$ cat src/rtl/benes_cfg_sequencer.sv
`default_nettype none
// ============================================================================
// Module      : benes_cfg_sequencer
// Description : Pairs each accepted input vector with the next entry of a
//               small switch-setting table and issues the aligned pair to
//               the Benes distribution network. Tracks the network latency
//               so it can flag valid results and signal run completion.
// Revision    : 1.0 - initial release
// ============================================================================
module benes_cfg_sequencer #(
    parameter int DATA_TYPE = 16,
    parameter int NUM_PES   = 8,
    parameter int LEVELS    = 7,
    parameter int MUX_W     = 2*(LEVELS-2)*NUM_PES+NUM_PES,
    parameter int DEPTH     = 4,
    parameter int AW        = $clog2(DEPTH),
    parameter int BENES_LAT = 1,
    parameter int CNT_W     = 16
) (
    input  logic                         clk,
    input  logic                         rst,
    input  logic                         i_cfg_wr_en,
    input  logic [AW-1:0]                i_cfg_wr_addr,
    input  logic [MUX_W-1:0]             i_cfg_wr_data,
    input  logic                         i_start,
    input  logic [AW-1:0]                i_base_addr,
    input  logic [CNT_W-1:0]             i_count,
    input  logic                         i_data_valid,
    input  logic [NUM_PES*DATA_TYPE-1:0] i_data_bus,
    output logic                         o_data_ready,
    output logic [MUX_W-1:0]             o_mux_bus,
    output logic [NUM_PES*DATA_TYPE-1:0] o_data_bus,
    output logic                         o_issue_valid,
    output logic                         o_dist_valid,
    output logic                         o_busy,
    output logic                         o_done
);

    localparam int DW = NUM_PES*DATA_TYPE;

    typedef enum logic [1:0] {
        ST_IDLE  = 2'd0,
        ST_RUN   = 2'd1,
        ST_DRAIN = 2'd2
    } state_t;

    state_t             state_q, state_d;
    logic [AW-1:0]      ptr_q, ptr_d;
    logic [CNT_W-1:0]   rem_q, rem_d;
    logic [MUX_W-1:0]   mux_q, mux_d;
    logic [DW-1:0]      data_q, data_d;
    logic               issue_q, issue_d;
    logic               done_q, done_d;
    logic [MUX_W-1:0]   table_q [DEPTH];

    logic               w_accept;
    logic               w_pipe_pending;
    logic [BENES_LAT:0] w_vline;

    // Table write port; a read of the same address this cycle sees the old word.
    always_ff @(posedge clk) begin
        if (i_cfg_wr_en) begin
            table_q[i_cfg_wr_addr] <= i_cfg_wr_data;
        end
    end

    assign o_data_ready = (state_q == ST_RUN);
    assign w_accept     = i_data_valid && o_data_ready;

    // Valid delay line modelling the network pipeline. w_vline[0] is the
    // issue stage, w_vline[BENES_LAT] is the network output stage.
    generate
        if (BENES_LAT == 0) begin : g_lat0
            assign w_vline        = issue_q;
            assign w_pipe_pending = 1'b0;
        end else begin : g_latn
            logic [BENES_LAT-1:0] dly_q;
            // Shift issue flags toward the network output.
            always_ff @(posedge clk) begin
                if (rst) begin
                    dly_q <= '0;
                end else begin
                    dly_q <= (dly_q << 1) | BENES_LAT'(issue_q);
                end
            end
            assign w_vline        = {dly_q, issue_q};
            // Anything still upstream of the output stage keeps the drain open.
            assign w_pipe_pending = |w_vline[BENES_LAT-1:0];
        end
    endgenerate

    assign o_dist_valid  = w_vline[BENES_LAT];
    assign o_mux_bus     = mux_q;
    assign o_data_bus    = data_q;
    assign o_issue_valid = issue_q;
    assign o_busy        = (state_q != ST_IDLE);
    assign o_done        = done_q;

    // Next-state and datapath-load decisions for the run sequencer.
    always_comb begin
        state_d = state_q;
        ptr_d   = ptr_q;
        rem_d   = rem_q;
        mux_d   = mux_q;
        data_d  = data_q;
        issue_d = 1'b0;
        done_d  = 1'b0;
        case (state_q)
            ST_IDLE: begin
                if (i_start) begin
                    if (i_count != '0) begin
                        state_d = ST_RUN;
                        ptr_d   = i_base_addr;
                        rem_d   = i_count;
                    end else begin
                        done_d  = 1'b1;
                    end
                end
            end
            ST_RUN: begin
                if (w_accept) begin
                    mux_d   = table_q[ptr_q];
                    data_d  = i_data_bus;
                    issue_d = 1'b1;
                    ptr_d   = ptr_q + AW'(1);
                    rem_d   = rem_q - CNT_W'(1);
                    if (rem_q == CNT_W'(1)) begin
                        state_d = ST_DRAIN;
                    end
                end
            end
            ST_DRAIN: begin
                // Leave once the final result is at the network output.
                if (!w_pipe_pending) begin
                    state_d = ST_IDLE;
                    done_d  = 1'b1;
                end
            end
            default: begin
                state_d = ST_IDLE;
            end
        endcase
    end

    // State and output registers; reset drops any run in flight.
    always_ff @(posedge clk) begin
        if (rst) begin
            state_q <= ST_IDLE;
            ptr_q   <= '0;
            rem_q   <= '0;
            mux_q   <= '0;
            data_q  <= '0;
            issue_q <= 1'b0;
            done_q  <= 1'b0;
        end else begin
            state_q <= state_d;
            ptr_q   <= ptr_d;
            rem_q   <= rem_d;
            mux_q   <= mux_d;
            data_q  <= data_d;
            issue_q <= issue_d;
            done_q  <= done_d;
        end
    end

endmodule
`default_nettype wire
$ cat config.mk
export PLATFORM = sky130hd
export DESIGN_NAME = benes_cfg_sequencer
export DESIGN_NICKNAME = d
export VERILOG_FILES = /design/src/rtl/benes_cfg_sequencer.sv
export SDC_FILE = /design/constraint.sdc
export NUM_CORES = 1
export LEC_CHECK = 0
export CAP_MARGIN = 20
export CORE_MARGIN = 5
export CORE_UTILIZATION = 50
export CTS_CLUSTER_SIZE = 40
export DETAILED_ROUTE_END_ITERATION = 12
export GPL_ROUTABILITY_DRIVEN = 0
export GPL_TIMING_DRIVEN = 0
export PLACE_DENSITY = 0.85
export SLEW_MARGIN = 20
export SYNTH_ARGS = -nofsm -noshare
export SYNTH_HDL_FRONTEND = slang
export SYNTH_SLANG_ARGS = --single-unit
$ cat constraint.sdc
create_clock -name clk -period 24.9 [get_ports clk]
set_clock_uncertainty 0.1 [all_clocks]
set_input_delay 4.98 -clock clk [delete_from_list [all_inputs] [get_ports clk]]
set_output_delay 4.98 -clock clk [all_outputs]
set_load 0.03 [all_outputs]
==> metrics.csv <==
metric,value,unit
cpLargestDelayFamily,buffers and inverters,
finish.utilization,68.78,%
cts_repair_resize_count,0,
grt_start_max_net_pins,41,
hp_start,o_data_bus[45],
met3_usage,6.684,%
yosys_register_bits,591,
final.fill_count,2720,
rr_worst_depth,7,
hold_buffers,0,
cts.sinks,591,
timing.setup.tns,0,ns
boundaryPins,462,
slowest_delay,0.70,ns
layout-drive-gt1-share,11.63,%
use_met2,46.40,%
routed_via_density,5.695,
hold_path_depth,2,
power.density_cell_area,78.66,nW/um^2
synth.cell_area,21460,sq um
drt_first_iter_violations,1320,
synthesis.instances,1579,
maxCapViolations,0,
hold_viol,0,
number_of_flops_mapped_to_enable_cells_by_yosys,352,
cp_num_cells,4,
global_route.peak_usage_layer,met2,
cts-htree-levels,2,
post_cts_buffers,0,
worstPathCellList,buf_1 -> clkbuf_8 -> or2_2 -> clkdlybuf4s50_1,
timing.critical_path.required,19.82,ns
synthArstFlopShare,0,%
p_leak,9.645,nW
final_min_period_over_clock_period,30.48,%
grt_overflow_total,0,
cp-startpoint,state_q[0],
slew_headroom,34.12,%
max-clock-path-buffers,3,
run_status,"finished, final reports clean",
grt_antenna_before_repair,6,
post-layout-total-power,2.285,mW
total_routing_usage_gr,26.87,%
firstDrtPassIters,6,
synth_seq_area_share,71.56,%
cp.buffers_inverters,3,
path_max_fanout,10,
cts.reportedPaths.clkPinSlew,0.06,ns
tritoncts,yes,
grt_pass1_vias,15960,
clock.fmax,131.7,MHz
path_class,flop to output port,
fp.dieH,217.2,um
rsz0062_at_grt,no,
die_x,217.2,um
worst_slew_pin_slew,0.9883,ns
critical_path.startpoint_type,flop,
fp.dieArea,47160,sq um
ant_nets,0,
cts_buffers,57,
worst_skew_pair.late_latency,0.63,ns
commonest_non_fill_non_tap_cells_in_the_layout,"sky130_fd_sc_hd__clkdlybuf4s50_1, sky130_fd_sc_hd__nand2_1, sky130_fd_sc_hd__edfxtp_1",
irDropWorstVdd,0.00008109,V
initial_utilization,50.81,%
synthFlopType,sky130_fd_sc_hd__edfxtp_1,
place.port_buffers,460,
total_drc_errors_in_the_routed_layout,0,
areaGrowthSynthToFinish,35.36,%
syn-num-nets,1822,
finalWorstPathRequiredPeriod,7.590,ns
synth_warnings,0,
core_area,42230,sq um
cts_root_buf,sky130_fd_sc_hd__clkbuf_16,
finalMaxSlewViolations,0,
finalSetupViolations,0,
nNetsFinal,2361,
route.vias.total,15430,
worst_setup_path_end_kind,output port,
drt-total-wl,64960,um
crit_arrival,2.51,ns
grt_pass1_wl,96530,um
netlist-cell-type-count,51,
wl_per_cell,23.98,um
critical_path.slowest_cell,sky130_fd_sc_hd__clkdlybuf4s50_1,
count_of_standard_cell_rows,75,
timing.hold.worst.class,flop to flop,
place_hpwl,45760,um
groute.layer.met1.usage,30.33,%
critical_path.reg2reg.startpoint,state_q[1],
mostFrequentLayoutCell,sky130_fd_sc_hd__clkdlybuf4s50_1,
syn-mean-instance-area,13.59,sq um
[where the power goes]
part / total, mW / internal (mW) / switching, mW
registers: 1.11 / 1.09 / 0.0244
clock network: 0.900 / 0.526 / 0.374
logic: 0.273 / 0.125 / 0.148
total: 2.28 / 1.74 / 0.547
[tightest hold or removal path, stage by stage, from the launching register on]
cell                      delay [ns]
sky130_fd_sc_hd__dfxtp_1        0.30
sky130_fd_sc_hd__nand2_1        0.05
sky130_fd_sc_hd__a21oi_1        0.05
[stage by stage]
step | cell area [sq um] | cells | setup slack, ns | hold slack [ns]
floorplan | 21460 | 1579 | 12.73 | 0.3656
global placement | 26740 | 2578 | 7.345 | 0.3422
detailed placement | 27050 | 2598 | 16.92 | 0.3459
CTS | 29030 | 2705 | 17.29 | 0.3540
global route | 29040 | 2709 | 17.23 | 0.3716
finish | 29040 | 2709 | 17.31 | 0.3517
[cell usage after synthesis, types with 8 or more instances]
library cell               instances  area share (%)
sky130_fd_sc_hd__nand2_1         454             7.9
sky130_fd_sc_hd__edfxtp_1        352              49
sky130_fd_sc_hd__dfxtp_1         239              22
sky130_fd_sc_hd__a21oi_1         235             5.5
sky130_fd_sc_hd__mux4_2           88             9.2
sky130_fd_sc_hd__clkbuf_1         57             1.0
sky130_fd_sc_hd__buf_2            30            0.70
sky130_fd_sc_hd__nor2_1           12            0.21
sky130_fd_sc_hd__a211oi_1          9            0.31
sky130_fd_sc_hd__nor4_1            9            0.26
sky130_fd_sc_hd__buf_1             8            0.14
sky130_fd_sc_hd__o21ai_0           8            0.19
[layer usage]
layer / wire (um) / vias to the layer above / part of all wire, %
met5: 21 / - / 0.032
met4: 4356 / 4 / 6.7
met3: 5723 / 208 / 8.8
met2: 32700 / 853 / 50
met1: 22160 / 7547 / 34
li1: - / 6817 / -
[final timing paths]
kind / to / slack (ns)
worst max-delay path: o_busy / 17.31
worst min-delay path: o_data_bus[45] / 0.35
worst max register to register: o_data_bus[86] / 22.04
worst min register to register: o_data_bus[45] / 0.35
[flip-flops by register name, summed over array words and instances (netlist names)]
| signal | flops |
|---|---|
| o_mux_bus | 88 |
| rem_q | 16 |
| ptr_q | 2 |
| o_issue_valid | 1 |
| o_done | 1 |
| o_dist_valid | 1 |
| o_data_bus | 128 |
| table_q | 352 |
| state_q | 2 |
[cells by family (layout without fill, tap and decap cells)]
logic type | count (synthesis) | after routing | share of synthesized area (%)
XOR/XNOR | 4 | 4 | 0.1633
other | 0 | 4 | 0
buffers and inverters | 110 | 697 | 2.467
multiplexers | 88 | 88 | 9.237
flip-flops | 591 | 591 | 71.56
AO/OA/AOI/OAI | 277 | 277 | 7.073
adder cells (fa/ha/maj) | 2 | 2 | 0.1166
AND/OR/NAND/NOR | 507 | 507 | 9.382
[layout make-up]
cell class	count	area [sq um]	area share, %
Sequential cell	591	15350	52.87
Multi-Input combinational cell	878	5594	19.26
Timing Repair Buffer	480	4896	16.86
Clock buffer	81	1605	5.527
Tap cell	539	674.4	2.322
Buffer	104	506.7	1.745
Clock inverter	26	379.1	1.305
Inverter	6	22.52	0.07755
Antenna cell	4	10.01	0.03446
No activity file was read; power rests on OpenSTA's default activity.
